$ cat src/rtl/cpu_pkg.sv
// Shared CPU definitions: sequencer state encoding, opcode constants and datapath widths.
package cpu_pkg;

  localparam int DATA_W = 16;
  localparam int OPC_W  = 4;

  typedef enum logic [2:0] {
    IDLE    = 3'd0,
    S_FETCH = 3'd1,
    S_EXEC1 = 3'd2,
    S_EXEC2 = 3'd3,
    HALT    = 3'd4
  } state_e;

  localparam logic [OPC_W-1:0] OPC_LDA = 4'd0;
  localparam logic [OPC_W-1:0] OPC_STA = 4'd1;
  localparam logic [OPC_W-1:0] OPC_ADD = 4'd2;
  localparam logic [OPC_W-1:0] OPC_SUB = 4'd3;
  localparam logic [OPC_W-1:0] OPC_JMP = 4'd4;
  localparam logic [OPC_W-1:0] OPC_JMI = 4'd5;
  localparam logic [OPC_W-1:0] OPC_JEQ = 4'd6;
  localparam logic [OPC_W-1:0] OPC_STP = 4'd7;
  localparam logic [OPC_W-1:0] OPC_LDI = 4'd8;
  localparam logic [OPC_W-1:0] OPC_LSR = 4'd10;
  localparam logic [OPC_W-1:0] OPC_ASR = 4'd11;

endpackage

$ cat src/rtl/perf_counter.sv
// Free-running enable counter with asynchronous active-low reset; wraps modulo 2^W.
module perf_counter #(
  parameter int W = 16
) (
  input  logic         clk_i,
  input  logic         rst_ni,
  input  logic         en_i,
  output logic [W-1:0] cnt_o
);

  logic [W-1:0] cnt_q;
  logic [W-1:0] cnt_d;

  always_comb begin
    cnt_d = cnt_q;
    if (en_i) cnt_d = cnt_q + 1'b1;
  end

  always_ff @(posedge clk_i or negedge rst_ni) begin
    if (!rst_ni) cnt_q <= '0;
    else         cnt_q <= cnt_d;
  end

  assign cnt_o = cnt_q;

endmodule

$ cat src/rtl/control_sequencer.sv
// Instruction sequencer: FETCH/EXEC1/EXEC2 phase strobes, instruction register,
// run/single-step control, halt on STP, and cycle/instruction counters.
module control_sequencer
  import cpu_pkg::*;
#(
  parameter int                     DATA_W  = cpu_pkg::DATA_W,
  parameter int                     OPC_W   = cpu_pkg::OPC_W,
  parameter int                     CNT_W   = 16,
  parameter logic [OPC_W-1:0]       STP_OPC = cpu_pkg::OPC_STP
) (
  input  logic                      CLK,
  input  logic                      RESET_N,
  input  logic                      RUN,
  input  logic                      STEP,
  input  logic                      EXTRA,
  input  logic [DATA_W-1:0]         MEM_Q,
  output logic                      FETCH,
  output logic                      EXEC1,
  output logic                      EXEC2,
  output logic [OPC_W-1:0]          IR,
  output logic [DATA_W-OPC_W-1:0]   IR_OPERAND,
  output logic                      HALTED,
  output logic                      BUSY,
  output logic [CNT_W-1:0]          CYCLE_CNT,
  output logic [CNT_W-1:0]          INSTR_CNT
);

  state_e                    state_q, state_d;
  logic                      step_q, step_d;
  logic [OPC_W-1:0]          ir_q;
  logic [DATA_W-OPC_W-1:0]   opr_q;
  logic                      fetch_q, exec1_q, exec2_q, halted_q;
  logic                      ir_load;
  logic                      instr_done;
  logic                      cycle_en;
  state_e                    after_state;

  // Where a completed instruction goes: keep streaming only in free-run, not in a step.
  always_comb begin
    after_state = (RUN && !step_q) ? S_FETCH : IDLE;
  end

  always_comb begin
    state_d    = state_q;
    step_d     = step_q;
    ir_load    = 1'b0;
    instr_done = 1'b0;
    unique case (state_q)
      IDLE: begin
        if (RUN) begin
          state_d = S_FETCH;
        end else if (STEP) begin
          state_d = S_FETCH;
          step_d  = 1'b1;
        end
      end
      S_FETCH: begin
        ir_load = 1'b1;
        state_d = S_EXEC1;
      end
      S_EXEC1: begin
        if (ir_q == STP_OPC) begin
          state_d    = HALT;
          instr_done = 1'b1;
        end else if (EXTRA) begin
          state_d = S_EXEC2;
        end else begin
          state_d    = after_state;
          instr_done = 1'b1;
          if (after_state == IDLE) step_d = 1'b0;
        end
      end
      S_EXEC2: begin
        state_d    = after_state;
        instr_done = 1'b1;
        if (after_state == IDLE) step_d = 1'b0;
      end
      HALT: begin
        state_d = HALT;
      end
      default: begin
        state_d = IDLE;
        step_d  = 1'b0;
      end
    endcase
  end

  always_ff @(posedge CLK or negedge RESET_N) begin
    if (!RESET_N) begin
      state_q  <= IDLE;
      step_q   <= 1'b0;
      fetch_q  <= 1'b0;
      exec1_q  <= 1'b0;
      exec2_q  <= 1'b0;
      halted_q <= 1'b0;
    end else begin
      state_q  <= state_d;
      step_q   <= step_d;
      fetch_q  <= (state_d == S_FETCH);
      exec1_q  <= (state_d == S_EXEC1);
      exec2_q  <= (state_d == S_EXEC2);
      halted_q <= (state_d == HALT);
    end
  end

  always_ff @(posedge CLK or negedge RESET_N) begin
    if (!RESET_N) begin
      ir_q  <= '0;
      opr_q <= '0;
    end else if (ir_load) begin
      ir_q  <= MEM_Q[DATA_W-1 -: OPC_W];
      opr_q <= MEM_Q[DATA_W-OPC_W-1:0];
    end
  end

  assign cycle_en = (state_q == S_FETCH) || (state_q == S_EXEC1) || (state_q == S_EXEC2);

  perf_counter #(.W(CNT_W)) u_cycle_cnt (
    .clk_i  (CLK),
    .rst_ni (RESET_N),
    .en_i   (cycle_en),
    .cnt_o  (CYCLE_CNT)
  );

  perf_counter #(.W(CNT_W)) u_instr_cnt (
    .clk_i  (CLK),
    .rst_ni (RESET_N),
    .en_i   (instr_done),
    .cnt_o  (INSTR_CNT)
  );

  assign FETCH      = fetch_q;
  assign EXEC1      = exec1_q;
  assign EXEC2      = exec2_q;
  assign HALTED     = halted_q;
  assign BUSY       = fetch_q | exec1_q | exec2_q;
  assign IR         = ir_q;
  assign IR_OPERAND = opr_q;

endmodule

$ cat config.mk
export PLATFORM = sky130hd
export DESIGN_NAME = control_sequencer
export DESIGN_NICKNAME = d
export VERILOG_FILES = /design/src/rtl/cpu_pkg.sv /design/src/rtl/perf_counter.sv /design/src/rtl/control_sequencer.sv
export SDC_FILE = /design/constraint.sdc
export NUM_CORES = 1
export LEC_CHECK = 0
export ABC_CLOCK_PERIOD_IN_PS = 4000
export CAP_MARGIN = 20
export CORE_MARGIN = 2
export CORE_UTILIZATION = 45
export DETAILED_ROUTE_END_ITERATION = 7
export MAX_ROUTING_LAYER = met4
export PLACE_DENSITY_LB_ADDON = 0.3
export SYNTH_ARGS = -nofsm -noshare
export SYNTH_HDL_FRONTEND = slang
export SYNTH_SLANG_ARGS = --single-unit
$ cat constraint.sdc
create_clock -name CLK -period 4 [get_ports CLK]
set_input_delay 0.8 -clock CLK [delete_from_list [all_inputs] [get_ports CLK]]
set_output_delay 0.8 -clock CLK [all_outputs]
set_load 0.05 [all_outputs]
==> summary.md <==
• **Reg2Reg Capture Point** u_instr_cnt.cnt_o[9]
• **power per unit of standard cell area** 770.8 mW/mm²
• **via-per-instance ratio** 5.064
• **DRC violations left** 0
• **Max Clock Freq** 0.3897 GHz
• **overall power** 2.593 mW
• **share of final-layout standard cells stronger than drive strength 1** 15.02%
• **delay contributed by the slowest stage of the critical path** 710 ps
• **sort of element at the end of the critical path** output pin
• **outcome** finished, final reports clean
• **cell area after technology mapping** 0.002492 mm²
• **transition at the pin with the smallest max-transition slack** 714.7 ps
• **startpoint type of the worst setup path** flop
• **final setup violation count** 0
• **final non-filler cell area** 0.003363 mm²
• **initial antenna violation count** 0
• **Site Rows** 27
• **Longest Clk Path Bufs** 2
• **area of the core region** 0.005439 mm²
• **RSZ-0062 raised after global routing** false
• **worst setup path startpoint** EXEC1
• **leading cell type in the layout, fill and taps excluded** clkdlybuf4s50_1
• **asr flop ratio synth** 100.0%
• **reg-to-reg slack, setup** 2240 ps
• **post-cts repair resize count** 0
• **buffering stage count on the worst path with inverters included** 1
• **maximum number of pins on one net before global-route repair** 34
• **Die Height** 78.42 µm
• **die area** 0.006150 mm²
• **Largest delay share family, worst path** buffers and inverters
• **CTS tree** built
• **relative max-transition margin** 52.34%
• **Min Clock Period, post-route** 2566 ps
• **total via count in the routed design** 1747
• **number of global-route vias before repair** 1832
• **reported leakage power** 1.472 nW
• **Slowest-stage cell, CP** clkdlybuf4s50_1
• **area fraction of the dominant cell type after synthesis** 56.22%
• **number of setup buffers added after CTS** 0
• **commonest register cell after synthesis** dfrtp_1
• **Num CTS Buffers** 5
• **I/O pin count** 74
• **post-route setup TNS** 0 ps
• **placer congestion estimate** 0.7722
• **commonest cells after routing, fill and taps aside** clkdlybuf4s50_1, dfrtp_1, xnor2_1
• **post-detailed-route wirelength per cell** 13.74 µm
• **signed area change from the synthesized netlist to the final layout** 34.94%
• **first-pass GRT wire length** 8.224 mm
• **number of cells on the critical path** 2
• **total gr overflow** 0
• **number of antenna cells inserted** 0
• **Netlist cell types** 40
• **Critical Path RT** 3200 ps
• **Initial DRT Pass Iterations** 4
• **final number of hold-violating endpoints** 0
• **GRT Overall Usage** 17.22%
• **library cell occupying the most area in the post-synthesis netlist** dfrtp_1
• **count of hold buffers inserted by post-cts repair** 0
• **crit path to** BUSY
• **Arr. time, crit path** 1770 ps
• **worst clock skew on the final layout** 3.380 ps
• **total half-perimeter wirelength after legalization and detailed placement** 3.458 mm
• **synth top area cells** dfrtp_1, mux2_2, xnor2_1, xor2_1, nand3_1
• **flip-flop and latch count after synthesis** 56
• **insertion delay to the later sink of the worst-skew pair** 300 ps
• **starting density of the core** 45.82%
• **Mean Syn Cell Area** 12.72 µm²
• **sequential element share of the synthesized area** 56.22%
• **floorplan die width** 78.42 µm
• **worst reg2reg startpoint** state_q[0]
• **final-layout fill cell count** 464
• **Net count, final** 296
• **number of input and output port buffers inserted** 73
• **number of instances in the synthesized netlist** 196
• **First DRT Iteration DRCs** 40
• **max_cap viols** 0
• **critical path type** reg2out
• **EDFF count, synth** 0
• **CTS Root Cell** clkbuf_8
• **post-synthesis net count** 219
• **number of pins exceeding their max-slew limit in the final report** 0
• **Clock Sinks** 56
• **VDD IR-drop max** 513.7 µV
• **Worst R2R Path Depth** 4
• **period utilization** 64.16%
• **ordered list of cells on the worst path** or3_1, clkdlybuf4s50_1
• **number of antenna-violating nets in the routed design** 0
• **Post-Route WL** 4.740 mm
• **post-place instance area** 0.003286 mm²
• **Finished Core Util** 61.84%
• **clock-pin slew on the worst setup and hold paths** 90 ps
• **critical path fanouts, max** 2
• **Yosys Warn Count** 0
• **Hold Crit Class** in2async
• **H-tree depth reported by CTS** 2
[cells in the mapped netlist (3+ instances only)]
| cell | instances |
|---|---|
| nand4_1 | 6 |
| xor2_1 | 13 |
| and3_1 | 3 |
| mux2_2 | 16 |
| nor3b_1 | 3 |
| nor4_2 | 4 |
| xnor2_1 | 17 |
| dfrtp_1 | 56 |
| o21ai_0 | 4 |
| nand3_1 | 14 |
| nor2_1 | 6 |
| nand2_1 | 16 |
[where the power goes]
| group | internal [mW] | switching [mW] | leakage, nW |
|---|---|---|---|
| Clock | 0.120 | 0.169 | 0.0410 |
| Sequential | 0.738 | 0.173 | 0.714 |
| Combinational | 0.514 | 0.879 | 0.717 |
[state kept, by name (all words and copies together) (netlist names)]
| signal | flops |
|---|---|
| EXEC2 | 1 |
| u_instr_cnt.cnt_o | 16 |
| state_q | 3 |
| u_cycle_cnt.cnt_o | 16 |
| EXEC1 | 1 |
| IR_OPERAND | 12 |
| step_q | 1 |
| IR | 4 |
| HALTED | 1 |
| FETCH | 1 |
[cell type report]
type,count,area [µm²],area share (%)
Clock buffer,6,72.57,2.158
Multi-Input combinational cell,133,1046,31.10
Inverter,2,7.507,0.2232
Timing Repair Buffer,75,740.7,22.02
Clock inverter,1,5.005,0.1488
Sequential cell,56,1401,41.67
Tap cell,72,90.09,2.679
[per-stage QoR]
step | setup WS [ps] | std cells | hold slack [ps]
after CTS | 1407 | 345 | 479.1
after global routing | 1380 | 345 | 504.3
final | 1434 | 345 | 468.6
after detailed placement | 1507 | 338 | 463.1
after floorplan | 2009 | 196 | 504.4
after global placement | 1547 | 338 | 460.8
[cells by family (layout without fill, tap and decap cells)]
group	after synthesis	in the layout	synth area share, %
adders and majority gates	2	2	1.004
AOI/OAI and AO/OA	12	12	3.514
and+or+nand+nor	73	73	19.48
muxes	16	16	7.229
buffers and inverters	7	84	2.008
DFF	56	56	56.22
xor gates and xnor gates	30	30	10.54
[per-layer routing]
| metal | vias up | global-route usage (%) | share of wire [%] |
|---|---|---|---|
| met2 | 55 | 28.28 | 47 |
| met3 | 5 | 4.023 | 5.2 |
| li1 | 838 | - | - |
| met1 | 849 | 22.09 | 47 |
| met4 | 0 | 3.684 | 0.76 |
| met5 | - | - | 0 |
[how the worst min path moves through the flow]
stage | startpoint | end | slack [ps] | depth (start not counted)
after global placement | u_cycle_cnt.cnt_o[15] | u_cycle_cnt.cnt_o[15] | 460 | 1
after CTS | RESET_N | u_cycle_cnt.cnt_o[12] | 480 | 1
final | RESET_N | u_cycle_cnt.cnt_o[12] | 470 | 1
after floorplan | RESET_N | EXEC1 | 500 | 0
after global routing | RESET_N | u_cycle_cnt.cnt_o[11] | 500 | 1
after detailed placement | u_instr_cnt.cnt_o[15] | u_instr_cnt.cnt_o[15] | 460 | 1
Power figures use the tool's default switching activity.
